### config.mk
export PLATFORM = sky130hd
export DESIGN_NAME = clint
export DESIGN_NICKNAME = d
export VERILOG_FILES = /design/src/rtl/clint_pkg.sv /design/src/rtl/clint_tick.sv /design/src/rtl/clint.sv
export SDC_FILE = /design/constraint.sdc
export NUM_CORES = 1
export LEC_CHECK = 0
export ABC_AREA = 1
export CORE_MARGIN = 2
export CORE_UTILIZATION = 59
export CTS_CLUSTER_DIAMETER = 60
export CTS_CLUSTER_SIZE = 10
export DETAILED_ROUTE_END_ITERATION = 8
export PLACE_DENSITY = 0.95
export SYNTH_ARGS = -nofsm -noshare
export SYNTH_HDL_FRONTEND = slang
export SYNTH_SLANG_ARGS = --single-unit
### constraint.sdc
create_clock -name clk -period 3.3 [get_ports clk]
set_clock_uncertainty 0.05 [all_clocks]
set_input_delay 0.66 -clock clk [delete_from_list [all_inputs] [get_ports clk]]
set_output_delay 0.66 -clock clk [all_outputs]
set_load 0.02 [all_outputs]
### src/rtl/clint_pkg.sv
// rtl/clint_pkg.sv - CLINT register offsets, FSM encoding and byte-mask helper
package clint_pkg;

  localparam logic [15:0] CLINT_MSIP     = 16'h0000;
  localparam logic [15:0] CLINT_MTIMECMP = 16'h4000;
  localparam logic [15:0] CLINT_MTIME    = 16'hBFF8;

  typedef enum logic {
    ST_IDLE = 1'b0,
    ST_RESP = 1'b1
  } state_t;

  function automatic logic [63:0] apply_mask(input logic [63:0] old,
                                             input logic [63:0] wdata,
                                             input logic [7:0]  mask);
    logic [63:0] r;
    r = old;
    for (int i = 0; i < 8; i++) begin
      if (mask[i]) r[8*i +: 8] = wdata[8*i +: 8];
    end
    return r;
  endfunction

endpackage

### src/rtl/clint_tick.sv
// rtl/clint_tick.sv - mtime prescaler, one tick every TICK_DIV cycles
module clint_tick #(
  parameter int unsigned TICK_DIV = 1
) (
  input  logic clk,
  input  logic rst,
  output logic tick
);

  localparam int unsigned CW = (TICK_DIV > 1) ? $clog2(TICK_DIV) : 1;
  localparam logic [CW-1:0] LAST = CW'(TICK_DIV - 1);

  logic [CW-1:0] cnt;

  assign tick = (cnt == LAST);

  always_ff @(posedge clk or negedge rst) begin
    if (!rst) begin
      cnt <= '0;
    end else if (tick) begin
      cnt <= '0;
    end else begin
      cnt <= cnt + CW'(1);
    end
  end

endmodule

### src/rtl/clint.sv
// rtl/clint.sv - core-local interruptor: msip, mtimecmp, mtime behind a req/resp port
module clint
  import clint_pkg::*;
#(
  parameter int unsigned TICK_DIV   = 1,
  parameter bit          BASE_CHECK = 1'b1
) (
  input  logic        clk,
  input  logic        rst,
  input  logic        req_valid,
  output logic        req_ready,
  input  logic        req_wen,
  input  logic [15:0] req_addr,
  input  logic [63:0] req_wdata,
  input  logic [7:0]  req_wmask,
  output logic        resp_valid,
  input  logic        resp_ready,
  output logic [63:0] resp_rdata,
  output logic        resp_err,
  output logic        time_irq,
  output logic        soft_irq
);

  state_t      state, state_nxt;
  logic        hs, wr_en;
  logic        hit_msip, hit_cmp, hit_time, unmapped;
  logic        tick;
  logic        msip;
  logic [63:0] mtime, mtimecmp;
  logic [63:0] mtime_base, mtime_nxt, rd_val;

  assign req_ready  = (state == ST_IDLE);
  assign resp_valid = (state == ST_RESP);
  assign hs         = req_valid & req_ready;
  assign wr_en      = hs & req_wen;

  assign hit_msip = (req_addr == CLINT_MSIP);
  assign hit_cmp  = (req_addr == CLINT_MTIMECMP);
  assign hit_time = (req_addr == CLINT_MTIME);
  assign unmapped = ~(hit_msip | hit_cmp | hit_time);

  clint_tick #(.TICK_DIV(TICK_DIV)) u_tick (
    .clk  (clk),
    .rst  (rst),
    .tick (tick)
  );

  // A same-cycle MTIME write overlays the incremented value, so unwritten bytes still advance.
  assign mtime_base = tick ? (mtime + 64'd1) : mtime;
  assign mtime_nxt  = (wr_en & hit_time) ? apply_mask(mtime_base, req_wdata, req_wmask)
                                         : mtime_base;

  always_comb begin
    rd_val = '0;
    if (hit_msip)      rd_val = {63'd0, msip};
    else if (hit_cmp)  rd_val = mtimecmp;
    else if (hit_time) rd_val = mtime;
  end

  always_ff @(posedge clk or negedge rst) begin
    if (!rst) begin
      mtime      <= '0;
      mtimecmp   <= '1;
      msip       <= 1'b0;
      time_irq   <= 1'b0;
      resp_rdata <= '0;
      resp_err   <= 1'b0;
    end else begin
      mtime    <= mtime_nxt;
      time_irq <= (mtime >= mtimecmp);
      if (wr_en & hit_cmp) mtimecmp <= apply_mask(mtimecmp, req_wdata, req_wmask);
      if (wr_en & hit_msip & req_wmask[0]) msip <= req_wdata[0];
      if (hs) begin
        resp_rdata <= req_wen ? 64'd0 : rd_val;
        resp_err   <= BASE_CHECK ? unmapped : 1'b0;
      end
    end
  end

  assign soft_irq = msip;

  always_ff @(posedge clk or negedge rst) begin
    if (!rst) state <= ST_IDLE;
    else      state <= state_nxt;
  end

  always_comb begin
    state_nxt = state;
    case (state)
      ST_IDLE: if (hs) state_nxt = ST_RESP;
      ST_RESP: if (resp_ready) state_nxt = ST_IDLE;
      default: state_nxt = ST_IDLE;
    endcase
  end

endmodule

==> run metrics <==
Syn Nets 1880; ANT nets after route 0; core area 20200 um2; status completed; Yosys cell types 36; site row count 52; IO buf count 161; fin crit share 74.7%; global-route usage over all layers 34.9%; DR iter-0 viols 1097; Worst Path Arrival 2.78 ns; Layout Cells excl Fill 2146; Yosys reg bits 196; Clk pwr share 43.3%; Skew-Pair Late Insertion Delay 0.44 ns; Rel. slew slack 50.2%; RSZ-0062 raised after global routing no; hold buffers post-CTS 0; Filler cells 1523; fraction of the mapped netlist area in adder cells 6.68%; CP Launch Type input port; TritonCTS buffer count 17; WP data required 3.62 ns; Worst path slowest cell clkdlybuf4s50_1; DRC violations left 0; placed cells 2114; Max Transition Viols Final 0; TritonRoute pass-1 iters 7; Longest Clk Path Bufs 2; Yosys warnings 0; n_diodes 0; GPL Wtd Cong 0.989; P_leak 6.85 nW; die area 21800 um2; layout cell share with drive strength beyond 1 7.20%; final WL 37400 um; Ports 162; cts repair resizes 0; Multi-input gate area 6160 um2; Fmax 0.406 GHz; vias in the first global route 12100; register area share after synthesis 40.9%; commonest non-fill, non-tap cell in the layout nand2_1; Clk pin slew, worst setup/hold paths 0.08 ns; H-tree levels 4; total grt overflow 0; crit-path cells clkdlybuf4s50_1 -> nor2_1 -> nand3_1 -> nor2_1 -> nand2_2 -> nor2_8 -> buf_4 -> nand2_2 -> nand2_1 -> nand2_1; most frequent cells in the layout nand2_1, inv_1, nand3_1; DP Area 14000 um2; critical path's largest stage delay 0.45 ns; Initial Util 60.2%; Worst Setup End Kind flip-flop; Net Sw Power 1.25 mW; register share of total power 49.6%; Peak VDD IR 0.336 mV; largest net degree at the start of global routing 81; Hold Violations, Final 0; vias per cell 5.72; syn avg cell area 7.07 um2; Nets 2021; initial antenna violation count 0; register area 4980 um2; Setup TNS 0 ns; post-DP HPWL 28100 um; Post-Synth Simple-Gate Area 33.4%; post-synthesis mux area share 0%; Synth Area in Compound Gates 8.12%; largest family of logic cells by synthesized area simple AND/OR/NAND/NOR gates; Area Overhead vs Synth 20.0%; Die Span Y 148 um; clock sink count 196; Finished Core Util 72.2%; Die Width 148 um; xor and xnor area share after synthesis 2.37%; final setup fails 0; drt wl/cell 17.4 um; Post-Synthesis Cells 1722; Sw Share 25.7%; Gate power share 7.1%; routed via count 12300; final instance area 14600 um2; post-layout min period 2.46 ns; critical path class in2reg; CP max FO 25; hold slack 0.176 ns; PwrDens 334 nW/um2; Setup Buffers After CTS 0; Cell Area, Synth 12200 um2; hold crit path type in2async; actual slew at the worst max-slew pin 0.746 ns; TritonCTS clock tree done; Root Driver clkbuf_16; internal power 3.63 mW; max-cap violation count 0; first-pass GRT wire length 60400 um
## stage by stage
stage | total power [mW] | setup slack [ns]
2_1_floorplan | 2.58 | 1.40
3_3_place_gp | 2.80 | 0.586
3_5_place_dp | 2.81 | 0.467
4_1_cts | 4.89 | 0.875
5_1_grt | 5.03 | 0.697
6_report | 4.89 | 0.836
## logic make-up (layout without fill, tap and decap cells)
family / after synthesis / after routing
compound gates: 188 / 188
xor+xnor: 33 / 33
fa+ha+maj: 65 / 65
buf+inv: 267 / 421
flops: 196 / 196
simple gates: 973 / 973
## power by group through the flow
| stage | Sequential [mW] | Clock (mW) | Combinational, mW |
|---|---|---|---|
| final | 2.42 | 2.11 | 0.349 |
| after global routing | 2.42 | 2.23 | 0.378 |
| after CTS | 2.42 | 2.12 | 0.348 |
| after detailed placement | 2.47 | 0 | 0.345 |
| after global placement | 2.47 | 0 | 0.335 |
| after floorplan | 2.47 | 0 | 0.107 |
## routing by layer
layer	track usage, %	share of wire [%]	vias up
met1	46.5	41	5673
met5	0	0	-
li1	-	-	5790
met3	6.42	9.3	120
met2	55.6	46	683
met4	16.7	3.8	0
## worst max-delay path, delay by kind of cell
family                 cells  cell delay [ns]
buffers and inverters      2             0.82
and+or+nand+nor            8             1.29
## cell type report
class                      count  share of cell area, %
inverter                     215                   5.52
clock inverter                15                   1.13
sequential                   196                   34.1
timing repair buffer         174                   11.9
clock buffer                  17                   2.91
tap                          270                   2.31
multi-input combinational   1259                   42.1
## final timing paths
path | from | to | slack (ns) | cells after the start
min in group clk | mtimecmp[15] | mtimecmp[15] | 0.42 | 2
worst max register to register | mtime[1] | mtime[32] | 0.87 | 10
max in group asynchronous | rst | mtimecmp[12] | 2.16 | 2
worst min-delay path | rst | resp_rdata[39] | 0.18 | 1
worst min register to register | mtimecmp[15] | mtimecmp[15] | 0.42 | 2
worst max-delay path | req_addr[12] | mtimecmp[27] | 0.84 | 10
## synthesized netlist by cell type
| cell type | number | area (um2) |
|---|---|---|
| nand2_2 | 7 | 43.8 |
| and3_1 | 1 | 6.26 |
| buf_1 | 6 | 22.5 |
| xor2_1 | 18 | 158 |
| inv_1 | 211 | 792 |
| o21ai_0 | 73 | 365 |
| nand2_1 | 576 | 2160 |
| clkbuf_1 | 29 | 109 |
| nor3_1 | 7 | 35.0 |
| xnor2_1 | 15 | 131 |
| o22ai_1 | 25 | 156 |
| dfrtp_1 | 132 | 3300 |
| nor2_4 | 3 | 33.8 |
| nor2_1 | 162 | 608 |
| a21oi_1 | 41 | 205 |
| nor2_2 | 4 | 25.0 |
| ha_1 | 65 | 813 |
| buf_2 | 11 | 55.1 |
| nor3_2 | 3 | 30.0 |
| dfstp_2 | 64 | 1680 |
| buf_6 | 1 | 11.3 |
| nand3b_1 | 1 | 7.51 |
| inv_2 | 4 | 15.0 |
| o21ai_1 | 42 | 210 |
| o211ai_1 | 1 | 7.51 |
| or2_0 | 2 | 12.5 |
| nand3_1 | 171 | 856 |
| o21a_1 | 2 | 15.0 |
| o21bai_1 | 1 | 7.51 |
| and2_1 | 3 | 18.8 |
| a21o_1 | 3 | 22.5 |
| nand4_1 | 30 | 188 |
| nor2_8 | 1 | 20.0 |
| buf_4 | 5 | 37.5 |
| nand3_2 | 1 | 10.0 |
| nor3b_1 | 1 | 7.51 |
## sequential cells by signal, indices dropped and copies added, names as in the netlist
name and count:
mtime 64, mtimecmp 64, resp_err 1, resp_rdata 64, resp_valid 1, soft_irq 1, time_irq 1
Note: power is estimated with default switching activity, not from simulation.
